[config.mk]
export PLATFORM = sky130hd
export DESIGN_NAME = immu_line_fill_flat
export DESIGN_NICKNAME = d
export VERILOG_FILES = /design/src/rtl/immu_line_fill_if.sv /design/src/rtl/immu_line_fill.sv /design/src/flat_wrapper.sv
export SDC_FILE = /design/constraint.sdc
export NUM_CORES = 1
export LEC_CHECK = 0
export CAP_MARGIN = 25
export CORE_UTILIZATION = 30
export DETAILED_ROUTE_END_ITERATION = 10
export SYNTH_ARGS = -nofsm -noshare
export SYNTH_HDL_FRONTEND = slang
export SYNTH_SLANG_ARGS = --single-unit
[constraint.sdc]
create_clock -name sys_clk -period 6.45 [get_ports sys_clk]
set_clock_uncertainty 0.05 [all_clocks]
set_input_delay 1.935 -clock sys_clk [delete_from_list [all_inputs] [get_ports sys_clk]]
set_output_delay 1.935 -clock sys_clk [all_outputs]
set_load 0.05 [all_outputs]
[src/rtl/immu_line_fill_if.sv]
// Word-read bus between the line-fill engine and the backing instruction memory.
// The master drives requests; the slave grants them and returns data in issue order.
interface immu_line_fill_if;
  logic        mem_req;
  logic [31:0] mem_addr;
  logic        mem_gnt;
  logic        mem_rvalid;
  logic [31:0] mem_rdata;

  modport master (
    output mem_req,
    output mem_addr,
    input  mem_gnt,
    input  mem_rvalid,
    input  mem_rdata
  );

  modport slave (
    input  mem_req,
    input  mem_addr,
    output mem_gnt,
    output mem_rvalid,
    output mem_rdata
  );
endinterface

[src/rtl/immu_line_fill.sv]
// Instruction-cache line fill: issues eight word reads with a bounded number outstanding,
// assembles the returned words into a 256-bit line and pulses immu_done when complete.
//
// state   | meaning
// IDLE    | waiting for immu_read; base latched on request
// FILL    | issuing word reads and collecting in-order responses
// DONE    | line complete, immu_done high for this one cycle
module immu_line_fill #(
  parameter int MAX_OUTS   = 2,
  parameter int LINE_WORDS = 8
) (
  input  logic                       sys_clk,
  input  logic                       rst,
  input  logic                       immu_read,
  input  logic [31:0]                immu_addr,
  output logic                       immu_done,
  output logic [LINE_WORDS*32-1:0]   immu_read_data,
  immu_line_fill_if.master           mem
);

  localparam logic [1:0] ST_IDLE = 2'd0;
  localparam logic [1:0] ST_FILL = 2'd1;
  localparam logic [1:0] ST_DONE = 2'd2;

  localparam logic [3:0] LINE_CNT = 4'(LINE_WORDS);
  localparam logic [3:0] OUTS_MAX = 4'(MAX_OUTS);

  logic [1:0]  state;
  logic [31:0] base;
  logic [3:0]  issue_cnt;
  logic [3:0]  recv_cnt;
  logic [3:0]  outstanding;
  logic        issue;
  logic        recv;
  logic        unused_addr_bits;

  // Offset within the line is discarded; the whole line is always fetched from word 0.
  assign unused_addr_bits = ^immu_addr[4:0];

  assign outstanding  = issue_cnt - recv_cnt;
  assign mem.mem_req  = (state == ST_FILL) && (issue_cnt < LINE_CNT) && (outstanding < OUTS_MAX);
  assign mem.mem_addr = base + {26'd0, issue_cnt, 2'b00};
  assign issue        = mem.mem_req & mem.mem_gnt;
  assign recv         = (state == ST_FILL) & mem.mem_rvalid & (recv_cnt < LINE_CNT);
  assign immu_done    = (state == ST_DONE);

  always_ff @(posedge sys_clk) begin
    if (rst) begin
      state          <= ST_IDLE;
      base           <= 32'd0;
      issue_cnt      <= 4'd0;
      recv_cnt       <= 4'd0;
      immu_read_data <= '0;
    end else begin
      case (state)
        ST_IDLE: begin
          if (immu_read) begin
            base      <= {immu_addr[31:5], 5'b0};
            issue_cnt <= 4'd0;
            recv_cnt  <= 4'd0;
            state     <= ST_FILL;
          end
        end
        ST_FILL: begin
          if (issue) issue_cnt <= issue_cnt + 4'd1;
          // Slots are overwritten in place, so the previous line stays visible until word 0 lands.
          if (recv) begin
            immu_read_data[{recv_cnt[2:0], 5'b0} +: 32] <= mem.mem_rdata;
            recv_cnt <= recv_cnt + 4'd1;
            if (recv_cnt == LINE_CNT - 4'd1) state <= ST_DONE;
          end
        end
        ST_DONE: begin
          issue_cnt <= 4'd0;
          recv_cnt  <= 4'd0;
          state     <= ST_IDLE;
        end
        default: state <= ST_IDLE;
      endcase
    end
  end

endmodule

[src/flat_wrapper.sv]
// flat-port wrapper written by rule: the top's interface ports become plain ports
module immu_line_fill_flat 
#(
  parameter int MAX_OUTS   = 2,
  parameter int LINE_WORDS = 8
)
  (sys_clk, rst, immu_read, immu_addr, immu_done, immu_read_data, mem_mem_req, mem_mem_addr, mem_mem_gnt, mem_mem_rvalid, mem_mem_rdata);
  immu_line_fill_if mem_i ();
  input  logic sys_clk;
  input  logic rst;
  input  logic immu_read;
  input  logic [31:0] immu_addr;
  output logic immu_done;
  output logic [LINE_WORDS*32-1:0] immu_read_data;
  output wire logic [$bits(mem_i.mem_req)-1:0] mem_mem_req;
  output wire logic [$bits(mem_i.mem_addr)-1:0] mem_mem_addr;
  input wire logic [$bits(mem_i.mem_gnt)-1:0] mem_mem_gnt;
  input wire logic [$bits(mem_i.mem_rvalid)-1:0] mem_mem_rvalid;
  input wire logic [$bits(mem_i.mem_rdata)-1:0] mem_mem_rdata;
  assign mem_mem_req = mem_i.mem_req;
  assign mem_mem_addr = mem_i.mem_addr;
  assign mem_i.mem_gnt = mem_mem_gnt;
  assign mem_i.mem_rvalid = mem_mem_rvalid;
  assign mem_i.mem_rdata = mem_mem_rdata;
  immu_line_fill #(.MAX_OUTS(MAX_OUTS), .LINE_WORDS(LINE_WORDS)) u_core (.sys_clk(sys_clk), .rst(rst), .immu_read(immu_read), .immu_addr(immu_addr), .immu_done(immu_done), .immu_read_data(immu_read_data), .mem(mem_i));
endmodule
# == After elaboration in Yosys (flattened, before gate mapping) ==
# Cells that the tools add are included.
# op_classes
n_addsub,5
order_cmp,3
eq_ne,7
shift,2
n_mux,10
n_bitwise,3
n_reduce_logical,9
# ops
op,count
256-bit bitwise mux,1
"32-bit by 10-bit variable shift with 256-bit output, first input constant",1
32-bit by 10-bit indexed part select with 256-bit output,1
32-bit by 6-bit adder with 32-bit output,1
4-bit one-hot mux with 3 select lines,2
4-bit 2-to-1 mux,3
8-bit negator with 10-bit output,1
3-bit AND reduction,3
"4-bit by 1-bit adder with 4-bit output, second input constant",2
"4-bit < comparator, second input constant",2
2-bit 2-to-1 mux,3
"4-bit by 3-bit equality test with 1-bit output, second input constant",1
"4-bit by 2-bit < comparator with 1-bit output, second input constant",1
"2-bit by 1-bit inequality test with 1-bit output, second input constant",2
"2-bit inequality test, second input constant",2
2-bit one-hot mux with 2 select lines,1
2-bit AND reduction,2
4-bit subtractor,1
1-bit AND,3
3-bit nonzero test,1
"2-bit by 1-bit equality test with 1-bit output, second input constant",1
"2-bit equality test, second input constant",1
1-bit logical AND,2
2-bit zero test,1
# totals
regBits,293
in_bits,69

# == Logic depth before layout (Yosys ltp) ==
# Gate-level depths: netlist (run 1).
# depth
word_depth,6
ltp_mapped,12
mapped_depth_nobuf,8

# == Least setup slack after synthesis (run 1) ==
# No wires, ideal clock.
# synth_timing
path_kind,register to output
startpoint,reg u_core.issue_cnt[3]
endpoint,out mem_mem_addr[17]
t_arrival_ns,2.316
required_ns,4.465
slack_ns,2.149
stages_incl_launch_ff,7
path_buffers,0
cell_sequence,dfxtp_1 > ha_1 > ha_1 > nand3_1 > nor3_1 > nand4_1 > xnor2_1
# synth_between
elab_chain_cells,1
# synth_rtl
element,line_no,source
start: declaration,immu_line_fill.sv:30,logic [3:0] issue_cnt;
start signal: assignment,immu_line_fill.sv:65,if (issue) issue_cnt <= issue_cnt + 4'd1;
32-bit by 6-bit adder with 32-bit output,immu_line_fill.sv:42,"assign mem.mem_addr = base + {26'd0, issue_cnt, 2'b00};"
end: declaration,flat_wrapper.sv:16,output wire logic [$bits(mem_i.mem_addr)-1:0] mem_mem_addr;
# No other way between the ends.

# == Final worst setup path (run 1) ==
# layout_timing
startpoint,reg u_core.issue_cnt[3]
endpoint,out mem_mem_addr[25]
# Same word-level chain as after synthesis.

==> impl_metrics.yaml, run 1 <==
status:
  status: "finished clean"
timing:
  period_share: 0.843
  max_slew_margin: 0.314
  period_minus_slack_ns: 5.44
  tightest_slew_ns: 1.03
  rsz0062_at_grt: "no"
  fin_tns_setup_ns: 0
  finalMaxSlewViolations: 0
  hold_viol_final: 0
  setup_viol: 0
  max_freq_mhz: 184
synth:
  async_flop_share: 0
  synth_area_leaders: "dfxtp_1, nand2_1, a21oi_1, nand3_1, nand4_1"
  ys_seq_area_frac: 0.513
  yosysTopAreaCell: "dfxtp_1"
  synth_edf_count: 0
  yosysMostFrequentCell: "nand2_1"
  netlist_area_um2: 11400
  synth_ff_type: "dfxtp_1"
  ys_seq_elements: 293
  syn_avg_cell_area_um2: 7.92
  synth_top_area_frac: 0.513
  synth_common_cells: "nand2_1, dfxtp_1, a21oi_1"
  ys_types: 44
  syn_inst: 1444
  yosys_warnings: 0
power_and_ir_drop:
  ir_drop_v: 0.000176
  p_per_area_nw_per_um2: 253
  leakage_nw: 5.24
  power_mw: 4.09
setup_path:
  critPathMaxStageDelay_ns: 0.83
  crit_path_top_delay_cell: "clkdlybuf4s50_1"
  critical_path_class: "flip-flop to primary output"
  crit_required_ns: 4.47
  cp.arrival_ns: 3.45
  worst-path-max-fanout: 6
  crit_path_end_kind: "primary output"
  start_kind: "flip-flop"
  cp_cell_sequence: "ha_1, ha_1, nand3_1, nor3_1, nand3_1, xnor2_1, clkdlybuf4s50_1"
final_layout:
  drive_above_1_share: 0.0526
  finalNetCount: 1782
  syn_to_final_growth_pct: 41.6
  fillerInstances: 3755
grt:
  grt-ovfl-total: 0
  use_met3: 0.0633
  grt_pass1_vias: 10300
  grtUsageMet2: 0.369
  globalRoute.busiestLayer: "met2"
  met1_usage: 0.280
  grt.total_usage: 0.225
  grt_pass1_wl_um: 65400
  antenna_found_initial: 0
  grt_max_degree: 157
routing:
  avgViaCountPerCell: 4.90
  wirelength_um: 44900
  drc: 0
  dr.first_iter.drc_count: 669
  postRouteAntennaNets: 0
  via_count: 11000
  first_pass_iters: 5
  post_drt_wl_per_cell_um: 20.0
cts:
  cts.sinks: 293
  path_clk_slew_ns: 0.06
  clock_path_buffers: 3
  cts_tree: "built"
  cts_resized: 0
  hold_buffers: 0
  htree_levels: 2
  clock-root-buffer: "clkbuf_16"
  worst_skew_pair.late_latency_ns: 0.52
  cts_setup_buffers: 0
  numCtsBuffers: 34
placed_design:
  dp_hpwl_um: 29300
  port_buffers: 351
  gp_congestion: 0.788
floorplan:
  start_util: 0.304
  die_w_um: 197
  dieHeight_um: 197
  die_area_um2: 38900
  fp.coreArea_um2: 37600
  num_rows: 71
  boundaryPins: 359
worst_hold_path:
  hold_path_class: "flip-flop to flip-flop"
job:
  max-cap-violations: 0
-- cells by family after synthesis --
family,Yosys count,share of synthesized area
flops,293,0.513
fa+ha+maj,9,0.0105
mux,2,0.00186
buf+inv,156,0.0687
other cells,1,0.000328
simple gates,657,0.250
compound gates,297,0.134
xor+xnor,29,0.0222
-- power by group --
part / internal (mW) / switching [mW] / leakage [nW] / total, mW
logic: 0.0963 / 0.238 / 2.34 / 0.334
registers: 1.83 / 0.0175 / 2.37 / 1.85
clock network: 1.11 / 0.799 / 0.539 / 1.91
total: 3.04 / 1.05 / 5.24 / 4.09
-- state kept, by name, summed over array words and instances, names as in the netlist --
name,flops
u_core.issue_cnt,4
u_core.base,27
u_core.immu_read_data,256
u_core.state,2
u_core.recv_cnt,4
-- cell type report --
cell class	count	area [um2]	area share
Timing Repair Buffer	373	3720	0.230
Tap cell	511	639	0.0395
Clock inverter	13	116	0.00718
Multi-Input combinational cell	996	4840	0.299
Clock buffer	48	985	0.0608
Sequential cell	293	5870	0.362
Inverter	6	22.5	0.00139
Antenna cell	1	2.50	0.000154
-- final timing paths --
path | start | slack [ns] | endpoint | cells after the start
hold / removal | u_core.immu_read_data[4] | 0.40 | u_core.immu_read_data[4] | 2
setup / recovery | u_core.issue_cnt[3] | 1.01 | mem_mem_addr[25] | 7
setup reg to reg | u_core.recv_cnt[0] | 2.68 | u_core.immu_read_data[18] | 9
hold reg to reg | u_core.immu_read_data[4] | 0.40 | u_core.immu_read_data[4] | 2
-- routing by layer --
| metal | wire (um) | vias to the layer above |
|---|---|---|
| met5 | 0 | - |
| met4 | 1500 | 0 |
| met3 | 3590 | 72 |
| met2 | 21200 | 380 |
| met1 | 18600 | 5212 |
| li1 | - | 5310 |
-- cell usage in the layout, fill, tap and decap left out, drive strengths merged, types with 2 or more instances in the layout --
cell type / netlist / layout
o2111ai: 2 / 2
xnor2: 23 / 23
clkinv: 0 / 7
and4: 4 / 4
and2: 4 / 4
nor3: 4 / 4
nor2: 19 / 19
nand4: 51 / 51
or3: 2 / 2
buf: 79 / 23
inv: 6 / 8
nor3b: 4 / 4
and3: 8 / 8
nor2b: 5 / 5
a21oi: 287 / 287
conb: 1 / 2
nor4: 2 / 2
xor2: 6 / 6
clkinvlp: 0 / 3
ha: 8 / 8
dfxtp: 293 / 293
nand2: 448 / 448
clkdlybuf4s50: 0 / 350
nand2b: 2 / 2
nand3: 98 / 98
clkbuf: 71 / 48
-- worst max-delay path: cells and delay by family, from the launching register on --
kind / cells / cell delay [ns]
fa+ha+maj: 2 / 0.45
xor+xnor: 1 / 0.21
flops: 1 / 0.42
simple gates: 3 / 1.03
buf+inv: 1 / 0.83
-- per-stage QoR --
stage / cell area (um2) / std cells / worst slack, ns / util / hold slack (ns)
6_report: 16200 / 2241 / 1.01 / 0.431 / 0.398
5_1_grt: 16200 / 2240 / 0.782 / 0.431 / 0.418
4_1_cts: 16200 / 2239 / 0.945 / 0.430 / 0.402
3_5_place_dp: 15100 / 2178 / 1.53 / 0.401 / 0.394
3_3_place_gp: 15000 / 2177 / 1.51 / 0.400 / 0.388
2_1_floorplan: 11400 / 1445 / 2.15 / - / 0.390
Power figures use the tool's default switching activity.
==> inputs of run 2 (changes only) <==
clock period = 5.43 ns   (was 6.45 ns; I/O delays follow)
==> impl_metrics.yaml, run 2 (synthesis gave the netlist of run 1 again) <==
status:
  status: "finished clean"
floorplan:
  num_rows: 71
  dieHeight_um: 197
  fp.coreArea_um2: 37600
  die_w_um: 197
  boundaryPins: 359
  die_area_um2: 38900
  start_util: 0.304
placed_design:
  port_buffers: 351
  gp_congestion: 0.787
  dp_hpwl_um: 29200
  post-place-cells: 2179
  dp_slack_ns: 0.923
  dpl_cell_area_um2: 15100
final_layout:
  reg.largest.list: "u_core.immu_read_data x256, u_core.base x27"
  fin_area_um2: 16300
  largest_register_ffs: 256
  top_register: "u_core.immu_read_data"
  syn_to_final_growth_pct: 42.1
  drive_above_1_share: 0.0538
  final_common_cell: "nand2_1"
  antenna_cells: 0
  final_cell_mix: "nand2_1, clkdlybuf4s50_1, dfxtp_1"
  finalNetCount: 1785
  post-route-util: 0.433
  stdcell_count: 2241
cts:
  path_clk_slew_ns: 0.06
  htree_levels: 2
  cts.sinks: 293
  cts_tree: "built"
  cts_resized: 0
  clock-root-buffer: "clkbuf_16"
  worst_skew_pair.late_latency_ns: 0.54
  cts_setup_buffers: 0
  clock_path_buffers: 3
  hold_buffers: 0
  numCtsBuffers: 34
job:
  max-cap-violations: 0
setup_path:
  reg2reg_depth: 8
  critical_path_class: "flip-flop to primary output"
  worst-path-max-fanout: 8
  start_kind: "flip-flop"
  crit_required_ns: 3.75
  cp.arrival_ns: 3.39
  crit_path_end_kind: "primary output"
routing:
  wirelength_um: 45600
  via_count: 11100
  dr.first_iter.drc_count: 694
  postRouteAntennaNets: 0
  post_drt_wl_per_cell_um: 20.4
  drc: 0
  first_pass_iters: 6
  avgViaCountPerCell: 4.94
grt:
  grt_pass1_wl_um: 66600
  antenna_found_initial: 0
  grt_max_degree: 132
  grt_pass1_vias: 10500
  grt-ovfl-total: 0
  grt.total_usage: 0.230
timing:
  finalWorstSetupSlack_ns: 0.357
  setup_viol: 0
  period_minus_slack_ns: 5.07
  period_share: 0.934
  rsz0062_at_grt: "no"
  max_slew_margin: 0.338
  fin_tns_setup_ns: 0
  max_freq_mhz: 197
  whs_ns: 0.399
  hold_viol_final: 0
  tightest_slew_ns: 0.994
  finalMaxSlewViolations: 0
power_and_ir_drop:
  clkPwrFrac: 0.464
  ir_drop_v: 0.000171
  power_mw: 4.85
  p_per_area_nw_per_um2: 298
  p_int_mw: 3.60
  sw_frac_of_total: 0.256
  sequentialPowerShare: 0.453
  power_frac_comb: 0.084
  switchingPower_mw: 1.24
  leakage_nw: 5.29
worst_hold_path:
  hold_path_class: "flip-flop to flip-flop"
  hold_path_depth: 2
## run 2: cell count changes in the layout (fill, tap and decap cells not counted), moves of 2 or more
| cell | delta |
|---|---|
| buf_12 | +2 |
| buf_16 | +2 |
| clkinv_2 | +2 |
| clkinvlp_4 | -3 |
## run 2: worst max-delay path, cell delays in order (launching register included)
cell,delay (ns)
dfxtp_1,0.61
inv_1,0.22
fa_1,0.45
xor2_1,0.17
nor4_1,0.36
nor2b_1,0.23
clkdlybuf4s50_1,0.82
## run 2: area by class of cell
class / count / area (um2)
clock inverters: 12 / 92.6
inverters: 6 / 22.5
clock buffers: 47 / 981
multi-input cells: 996 / 4840
well taps: 511 / 639
fillers: 3744 / 21300
repair buffers: 376 / 3810
flip-flops and latches: 293 / 5870
## run 2: path summary, 6_finish.rpt
check | startpoint | endpoint | slack [ns]
worst max-delay path | u_core.recv_cnt[1] | mem_mem_req | 0.36
worst min-delay path | u_core.immu_read_data[246] | u_core.immu_read_data[246] | 0.40
worst max register to register | u_core.recv_cnt[0] | u_core.immu_read_data[176] | 1.70
worst min register to register | u_core.immu_read_data[246] | u_core.immu_read_data[246] | 0.40
## run 2: routing by layer
layer	vias up	routed length, um	GRT usage
li1	5312	-	-
met2	412	21800	0.383
met4	0	1510	0.0916
met1	5275	18800	0.282
met3	78	3530	0.0610
met5	-	0	0
## run 2: power groups by stage
stage	registers, mW	clock network, mW	logic [mW]
after floorplan	2.27	0	0.202
after global placement	2.24	0	0.400
after detailed placement	2.24	0	0.403
after CTS	2.19	2.30	0.404
after global routing	2.20	2.39	0.428
final	2.19	2.25	0.405
==> inputs of run 3 (changes only) <==
SLEW_MARGIN = 20   (was not set)
clock period = 5.9 ns   (was 5.43 ns; I/O delays follow)
==> impl_metrics.yaml, run 3 (synthesis gave the netlist of run 1 again) <==
status:
  status: "finished clean"
timing:
  tightest_slew_ns: 1.13
  period_share: 0.910
  rsz0062_at_grt: "no"
  setup_viol: 0
  period_minus_slack_ns: 5.37
  max_slew_margin: 0.245
  fin_tns_setup_ns: 0
  finalMaxSlewViolations: 0
  hold_viol_final: 0
  max_freq_mhz: 186
cts:
  clock-root-buffer: "clkbuf_16"
  path_clk_slew_ns: 0.06
  cts.sinks: 293
  cts_setup_buffers: 0
  worst_skew_pair.late_latency_ns: 0.53
  cts_tree: "built"
  hold_buffers: 0
  cts_resized: 0
  clock_path_buffers: 3
  htree_levels: 2
  numCtsBuffers: 35
grt:
  grt_max_degree: 166
  antenna_found_initial: 0
  grt.total_usage: 0.228
  grt_pass1_wl_um: 65700
  grt-ovfl-total: 0
  grt_pass1_vias: 10300
routing:
  dr.first_iter.drc_count: 781
  post_drt_wl_per_cell_um: 20.2
  avgViaCountPerCell: 4.90
  wirelength_um: 45300
  first_pass_iters: 4
  via_count: 11000
  drc: 0
  postRouteAntennaNets: 0
placed_design:
  gp_congestion: 0.798
  port_buffers: 351
  dpl_cell_area_um2: 15100
  dp_hpwl_um: 29300
setup_path:
  start_kind: "flip-flop"
  crit_path_end_kind: "primary output"
  r2r_setup_slack_ns: 2.64
  worst-path-max-fanout: 6
  crit_required_ns: 4.08
  critical_path_class: "flip-flop to primary output"
  cp.arrival_ns: 3.55
final_layout:
  multi_input_area_um2: 4840
  final_common_cell: "nand2_1"
  drive_above_1_share: 0.0503
  antenna_cells: 0
  syn_to_final_growth_pct: 41.3
  final_cell_mix: "nand2_1, clkdlybuf4s50_1, dfxtp_1"
  finalNetCount: 1785
  reg.largest.list: "u_core.immu_read_data x256, u_core.base x27"
  largest_register_ffs: 256
  seq_area_um2: 5870
  fin_area_um2: 16200
  top_register: "u_core.immu_read_data"
  fillerInstances: 3731
floorplan:
  dieHeight_um: 197
  num_rows: 71
  die_area_um2: 38900
  fp.coreArea_um2: 37600
  die_w_um: 197
  boundaryPins: 359
  start_util: 0.304
power_and_ir_drop:
  sequentialPowerShare: 0.459
  p_int_mw: 3.27
  sw_frac_of_total: 0.256
  ir_drop_v: 0.000244
  switchingPower_mw: 1.13
  leakage_nw: 5.22
  p_per_area_nw_per_um2: 272
  power_frac_comb: 0.084
  clkPwrFrac: 0.457
worst_hold_path:
  hold_path_class: "flip-flop to flip-flop"
job:
  max-cap-violations: 0
run 3: through the flow:
step / std cells / util / power (mW) / setup slack (ns) / hold slack, ns
global route: 2241 / 0.430 / 4.56 / 0.320 / 0.414
detailed placement: 2178 / 0.401 / 2.43 / 1.10 / 0.393
CTS: 2238 / 0.429 / 4.46 / 0.492 / 0.401
global placement: 2177 / 0.400 / 2.43 / 1.14 / 0.387
finish: 2241 / 0.430 / 4.40 / 0.529 / 0.398
floorplan: 1445 / - / 2.28 / 1.76 / 0.390
run 3: worst max-delay path, cell delays in order (launching register included):
cell and delay, ns:
dfxtp_1 0.42, ha_1 0.25, ha_1 0.20, nand3_1 0.18
nor3_1 0.72, nand4_1 0.20, xnor2_1 0.19, clkdlybuf4s50_1 0.85
run 3: layout make-up:
type / instances / area share
clock inverter: 8 / 0.00348
tap: 511 / 0.0396
sequential: 293 / 0.363
timing repair buffer: 375 / 0.232
clock buffer: 52 / 0.0612
inverter: 6 / 0.00139
multi-input combinational: 996 / 0.300
run 3: power groups by stage:
stage | Sequential [mW] | Clock (mW) | Combinational, mW
6_report | 2.02 | 2.01 | 0.371
5_1_grt | 2.02 | 2.15 | 0.390
4_1_cts | 2.02 | 2.08 | 0.369
3_5_place_dp | 2.06 | 0 | 0.367
3_3_place_gp | 2.06 | 0 | 0.366
2_1_floorplan | 2.09 | 0 | 0.186
run 3: routing by layer:
metal | GRT usage | part of all wire | vias to the layer above
met5 | 0 | 0 | -
met3 | 0.0668 | 0.080 | 95
met1 | 0.282 | 0.42 | 5203
met2 | 0.362 | 0.46 | 368
met4 | 0.108 | 0.042 | 0
li1 | - | - | 5310
run 3: worst paths after layout:
kind,start,to,cells after the start
hold reg to reg,u_core.immu_read_data[1],u_core.immu_read_data[1],2
setup reg to reg,u_core.recv_cnt[1],u_core.immu_read_data[82],8
hold / removal,u_core.immu_read_data[1],u_core.immu_read_data[1],2
setup / recovery,u_core.issue_cnt[3],mem_mem_addr[17],7
